### config.mk
export PLATFORM = sky130hd
export DESIGN_NAME = rom_boot_loader
export DESIGN_NICKNAME = d
export VERILOG_FILES = /design/src/rtl/rom_boot_loader_pkg.sv /design/src/rtl/rom_boot_loader_timer.sv /design/src/rtl/rom_boot_loader.sv
export SDC_FILE = /design/constraint.sdc
export NUM_CORES = 1
export LEC_CHECK = 0
export CORE_MARGIN = 10
export CORE_UTILIZATION = 56
export DETAILED_ROUTE_END_ITERATION = 8
export HOLD_SLACK_MARGIN = 0.08
export PLACE_DENSITY = 0.87
export SLEW_MARGIN = 30
export SYNTH_ARGS = -nofsm -noshare
export SYNTH_HDL_FRONTEND = slang
export SYNTH_SLANG_ARGS = --single-unit
### constraint.sdc
create_clock -name clk -period 2.3 [get_ports clk]
set_input_delay 0.69 -clock clk [delete_from_list [all_inputs] [get_ports clk]]
set_output_delay 0.69 -clock clk [all_outputs]
set_load 0.1 [all_outputs]
### src/rtl/rom_boot_loader_pkg.sv
// Shared definitions for the ROM boot loader: FSM encoding, frame constants
// and a helper that tells whether a state belongs to an active frame.
package rom_boot_loader_pkg;

  typedef enum logic [2:0] {
    ST_IDLE = 3'd0,
    ST_LEN  = 3'd1,
    ST_DATA = 3'd2,
    ST_CSUM = 3'd3,
    ST_DONE = 3'd4,
    ST_ERR  = 3'd5
  } state_t;

  localparam logic [7:0] DEFAULT_MAGIC = 8'hA5;
  localparam int         LEN_BYTES     = 4;
  localparam int         WORD_BYTES    = 4;

  function automatic logic in_frame(input state_t s);
    return (s == ST_LEN) || (s == ST_DATA) || (s == ST_CSUM);
  endfunction

endpackage

### src/rtl/rom_boot_loader_timer.sv
// Inter-byte timeout counter: counts while enabled, clears on request,
// flags expiry when the count reaches TIMEOUT_CYCLES-1.
module boot_timer #(
  parameter int TIMEOUT_CYCLES = 1000000
) (
  input  logic clk,
  input  logic rstn,
  input  logic clr,
  input  logic en,
  output logic expired
);

  localparam int            CW   = (TIMEOUT_CYCLES > 2) ? $clog2(TIMEOUT_CYCLES) : 1;
  localparam logic [CW-1:0] LAST = CW'(TIMEOUT_CYCLES - 1);

  logic [CW-1:0] count_reg;

  assign expired = en && (count_reg == LAST);

  always_ff @(posedge clk or negedge rstn) begin
    if (!rstn) begin
      count_reg <= '0;
    end else if (clr || !en) begin
      count_reg <= '0;
    end else if (!expired) begin
      count_reg <= count_reg + 1'b1;
    end
  end

endmodule

### src/rtl/rom_boot_loader.sv
// Loads a checksummed byte-stream image into the instruction ROM and holds
// the core in reset until the whole image has been written and verified.
module rom_boot_loader
  import rom_boot_loader_pkg::*;
#(
  parameter int         ADDR_WIDTH     = 12,
  parameter int         TIMEOUT_CYCLES = 1000000,
  parameter logic [7:0] MAGIC          = DEFAULT_MAGIC,
  parameter bit         BOOT_BYPASS    = 1'b0
) (
  input  logic        clk,
  input  logic        rstn,
  input  logic [7:0]  rx_data,
  input  logic        rx_valid,
  input  logic        boot_req,
  output logic        rom_we,
  output logic [31:0] rom_waddr,
  output logic [31:0] rom_wdata,
  output logic        core_rstn,
  output logic        load_done,
  output logic        load_err,
  output logic        busy
);

  localparam logic [32:0] MAX_WORDS = 33'd1 << ADDR_WIDTH;
  localparam logic [1:0]  LEN_LAST  = 2'(LEN_BYTES - 1);
  localparam logic [1:0]  WORD_LAST = 2'(WORD_BYTES - 1);

  state_t              state_reg;
  logic [1:0]          byte_cnt_reg;
  logic [ADDR_WIDTH:0] word_idx_reg;
  logic [ADDR_WIDTH:0] n_words_reg;
  logic [7:0]          csum_reg;
  logic [23:0]         shift_reg;
  logic [31:0]         shift_next;
  logic                len_bad;
  logic                expired;

  // Bytes arrive little-endian, so each new byte enters at the top.
  assign shift_next = {rx_data, shift_reg};
  assign len_bad    = (shift_next == 32'd0) || ({1'b0, shift_next} > MAX_WORDS);
  assign busy       = in_frame(state_reg);

  boot_timer #(
    .TIMEOUT_CYCLES(TIMEOUT_CYCLES)
  ) u_timer (
    .clk    (clk),
    .rstn   (rstn),
    .clr    (rx_valid | boot_req),
    .en     (in_frame(state_reg)),
    .expired(expired)
  );

  always_ff @(posedge clk or negedge rstn) begin
    if (!rstn) begin
      state_reg    <= ST_IDLE;
      byte_cnt_reg <= '0;
      word_idx_reg <= '0;
      n_words_reg  <= '0;
      csum_reg     <= '0;
      shift_reg    <= '0;
      rom_we       <= 1'b0;
      rom_waddr    <= '0;
      rom_wdata    <= '0;
      core_rstn    <= 1'b0;
      load_done    <= 1'b0;
      load_err     <= 1'b0;
    end else begin
      rom_we <= 1'b0;
      if (BOOT_BYPASS) begin
        state_reg <= ST_DONE;
        load_done <= 1'b1;
        core_rstn <= 1'b1;
      end else if (boot_req) begin
        // Abort takes priority over any byte arriving in the same cycle.
        state_reg    <= ST_IDLE;
        byte_cnt_reg <= '0;
        core_rstn    <= 1'b0;
        load_done    <= 1'b0;
      end else begin
        case (state_reg)
          ST_IDLE: begin
            if (rx_valid && rx_data == MAGIC) begin
              state_reg    <= ST_LEN;
              load_err     <= 1'b0;
              csum_reg     <= '0;
              byte_cnt_reg <= '0;
            end
          end
          ST_LEN: begin
            if (rx_valid) begin
              csum_reg     <= csum_reg ^ rx_data;
              shift_reg    <= shift_next[31:8];
              byte_cnt_reg <= byte_cnt_reg + 1'b1;
              if (byte_cnt_reg == LEN_LAST) begin
                byte_cnt_reg <= '0;
                word_idx_reg <= '0;
                n_words_reg  <= shift_next[ADDR_WIDTH:0];
                if (len_bad) begin
                  state_reg <= ST_ERR;
                  load_err  <= 1'b1;
                end else begin
                  state_reg <= ST_DATA;
                end
              end
            end else if (expired) begin
              state_reg <= ST_ERR;
              load_err  <= 1'b1;
            end
          end
          ST_DATA: begin
            if (rx_valid) begin
              csum_reg     <= csum_reg ^ rx_data;
              shift_reg    <= shift_next[31:8];
              byte_cnt_reg <= byte_cnt_reg + 1'b1;
              if (byte_cnt_reg == WORD_LAST) begin
                byte_cnt_reg <= '0;
                rom_we       <= 1'b1;
                rom_waddr    <= 32'(word_idx_reg) << 2;
                rom_wdata    <= shift_next;
                word_idx_reg <= word_idx_reg + 1'b1;
                if (word_idx_reg == n_words_reg - 1'b1) begin
                  state_reg <= ST_CSUM;
                end
              end
            end else if (expired) begin
              state_reg <= ST_ERR;
              load_err  <= 1'b1;
            end
          end
          ST_CSUM: begin
            if (rx_valid) begin
              if (rx_data == csum_reg) begin
                state_reg <= ST_DONE;
                load_done <= 1'b1;
              end else begin
                state_reg <= ST_ERR;
                load_err  <= 1'b1;
              end
            end else if (expired) begin
              state_reg <= ST_ERR;
              load_err  <= 1'b1;
            end
          end
          ST_DONE: begin
            core_rstn <= 1'b1;
          end
          ST_ERR: begin
            state_reg <= ST_IDLE;
            core_rstn <= 1'b0;
            load_done <= 1'b0;
          end
          default: begin
            state_reg <= ST_IDLE;
          end
        endcase
      end
    end
  end

endmodule

==> flow_metrics.env <==
export IMPL_outcome="complete, but fails checks"
export IMPL_violations="setup timing"
export IMPL_die_y_um=127
export IMPL_fillers=670
export IMPL_htree_levels=4
export IMPL_die_area_um2=16000
export IMPL_wl_per_cell_um=18.1
export IMPL_cts_root_buf="clkbuf_16"
export IMPL_setup_ws_ns=-0.0366
export IMPL_grt_pass1_vias=5596
export IMPL_placed_cell_area_um2=7340
export IMPL_viasPerCell=5.82
export IMPL_wl_mm=16.8
export IMPL_hold_violations=0
export IMPL_cp_arrival_ns=1.65
export IMPL_power_leakage_nw=4.14
export IMPL_drc=0
export IMPL_drive_above_1_share=0.290
export IMPL_cts_hold_buf=0
export IMPL_final_cell_mix="156 x nand2_1, 132 x dfrtp_1, 113 x buf_4"
export IMPL_n_antenna_cell=0
export IMPL_cts_buffers=17
export IMPL_globalplace_congestion=0.885
export IMPL_layout_commonest_cell="nand2_1"
export IMPL_async_flop_share=1.00
export IMPL_ir_drop_mv=0.594
export IMPL_min_path_type="primary input to async pin"
export IMPL_final_min_clock_period_ns=2.34
export IMPL_stdcell_area_um2=8230
export IMPL_power_density_nw_per_um2=683
export IMPL_clockBufferDepth=2
export IMPL_synth_avg_cell_area_um2=9.82
export IMPL_overflow=0
export IMPL_setup_viol=1
export IMPL_fmax_mhz=428
export IMPL_cp_num_buf_inv=1
export IMPL_yosysWarnings=0
export IMPL_nNetsFinal=789
export IMPL_clock_sink_count=132
export IMPL_required_ns=1.61
export IMPL_area_delta_synth_final_pct=29.4
export IMPL_cp_top_family="flip-flops"
export IMPL_report_final_slew_viol_count=0
export IMPL_die_w_um=127
export IMPL_synth_edff_count=0
export IMPL_synth_cell_types=59
export IMPL_cp_max_fo=10
export IMPL_drv_cap=0
export IMPL_synthCells=648
export IMPL_antenna_found_initial=0
export IMPL_ys_ff_latch=132
export IMPL_grt_util_all_layers=0.207
export IMPL_dr_first_iter_drc_count=541
export IMPL_clk_pin_slew_ns=0.06
export IMPL_num_vias=5392
export IMPL_finalSetupTns_ns=-0.0366
export IMPL_crit_chain="nor2_1 > nor2_4 > buf_12"
export IMPL_start_kind="register"
export IMPL_drtAntennaViolNets=0
export IMPL_critical_path_class="register to output port"
export IMPL_grt_pass1_wl_mm=27.4
export IMPL_initial_core_util=0.579
export IMPL_cp_slowest_cell="dfrtp_1"
export IMPL_dp_hpwl_mm=11.0
export IMPL_max_stage_delay_ns=0.53
export IMPL_placedCellCount=877
export IMPL_largest_register_ffs=32
export IMPL_io_pins=81
export IMPL_finalCritPeriodShare=1.02
export IMPL_rows=38
export IMPL_fin_cells=926
export IMPL_synth_main_ff_cell="dfrtp_1"
export IMPL_place_ws_ns=-0.670
export IMPL_clk_latency_ns=0.42
export IMPL_portBuffers=61
export IMPL_core_um2=11000
export IMPL_finalClockSkew_ns=0.00599
export IMPL_syn_cell_area_um2=6360
export IMPL_critPathCaptureType="output port"
export IMPL_grt_max_degree=55
export IMPL_ys_seq_area_frac=0.519
export IMPL_multiInputGateArea_um2=2930
export IMPL_ff_latch_area_um2=3300
export IMPL_cts_tree="built"
export IMPL_drt_pass1_iterations=5
export IMPL_timing_hold_ws_ns=0.228
-- where the power goes --
group / total, mW / internal (mW) / switching [mW] / leakage, nW
Sequential: 2.33 / 2.32 / 0.00214 / 1.83
Clock: 3.00 / 1.88 / 1.11 / 0.322
Combinational: 0.306 / 0.0674 / 0.239 / 1.99
Total: 5.63 / 4.27 / 1.35 / 4.14
-- worst paths after layout --
| path | from | end | slack (ns) | depth (start not counted) |
|---|---|---|---|---|
| max in group asynchronous | rstn | u_timer.count_reg[11]$_DFFE_PN0P_ | 1.41 | 2 |
| min in group clk | rom_waddr[5]$_DFFE_PN0P_ | rom_waddr[5]$_DFFE_PN0P_ | 0.48 | 2 |
| max reg2reg | csum_reg[4]$_DFFE_PN0P_ | csum_reg[4]$_DFFE_PN0P_ | 0.03 | 14 |
| min | rstn | n_words_reg[6]$_DFFE_PN0P_ | 0.23 | 1 |
| max | state_reg[0]$_DFFE_PN0P_ | busy | -0.04 | 3 |
| min reg2reg | rom_waddr[5]$_DFFE_PN0P_ | rom_waddr[5]$_DFFE_PN0P_ | 0.48 | 2 |
-- cell usage after synthesis (2+ instances only) --
master	count	share of area
and3_1	8	0.0079
clkbuf_8	3	0.0065
o2bb2ai_1	8	0.011
nor2_1	38	0.022
buf_2	7	0.0055
nand4b_1	2	0.0028
dfrtp_1	132	0.52
a22o_1	3	0.0041
nor4b_1	2	0.0028
ha_1	4	0.0079
o31ai_1	4	0.0047
buf_4	19	0.022
xnor2_1	19	0.026
o21ai_0	27	0.021
o2111ai_1	2	0.0028
mux2_2	35	0.062
a31oi_1	2	0.0020
buf_1	2	0.0012
or2b_1	3	0.0035
nor3_1	11	0.0087
nor3b_1	3	0.0035
o221ai_1	2	0.0028
inv_1	16	0.0094
nor4_1	11	0.011
nand4_1	13	0.013
a21oi_1	15	0.012
or2b_2	3	0.0041
nand2b_1	7	0.0069
or4_1	2	0.0024
mux2i_1	3	0.0047
or3_1	6	0.0059
clkbuf_1	13	0.0077
nor2b_1	7	0.0069
nand3_1	12	0.0094
xor2_1	24	0.033
nand2_1	157	0.093
-- worst reg2reg max path: stages (launching register included) --
cell and delay [ns]:
dfrtp_1 0.40, nand2b_4 0.16, buf_4 0.13, buf_4 0.12, buf_4 0.12, buf_4 0.13
buf_4 0.12, buf_4 0.12, buf_4 0.12, buf_4 0.12, buf_4 0.12, buf_4 0.12
buf_4 0.12, buf_4 0.12, o2bb2ai_1 0.15
-- area by class of cell --
| type | instances | area share |
|---|---|---|
| Timing Repair Buffer | 132 | 0.135 |
| Clock inverter | 14 | 0.0261 |
| Multi-Input combinational cell | 474 | 0.356 |
| Sequential cell | 132 | 0.401 |
| Clock buffer | 18 | 0.0533 |
| Inverter | 16 | 0.00729 |
| Tap cell | 140 | 0.0213 |
-- metrics by stage --
step / power, mW / utilization
floorplan: 2.56 / -
global placement: 2.64 / 0.669
detailed placement: 2.64 / 0.669
CTS: 5.64 / 0.741
global route: 5.76 / 0.750
finish: 5.63 / 0.750
-- kinds of logic after synthesis --
logic type	share of synthesized area
fa+ha+maj	0.00787
flops	0.519
other cells	0.000589
simple gates	0.218
buf+inv	0.0527
xor+xnor	0.0592
mux	0.0690
compound gates	0.0730
-- routing by layer --
metal | global-route usage | part of all wire
met2 | 0.355 | 0.51
met4 | 0.0891 | 0.032
met5 | 0 | 0
met3 | 0.0641 | 0.072
met1 | 0.232 | 0.38
-- timing repair --
action                                 4_1_cts  5_1_grt
pin swaps                                    2        7
setup endpoints to repair                   40       36
endpoints found under the hold margin        0        0
gates resized for setup                     20       23
buffers inserted                            14        3
Note: power is estimated with default switching activity, not from simulation.
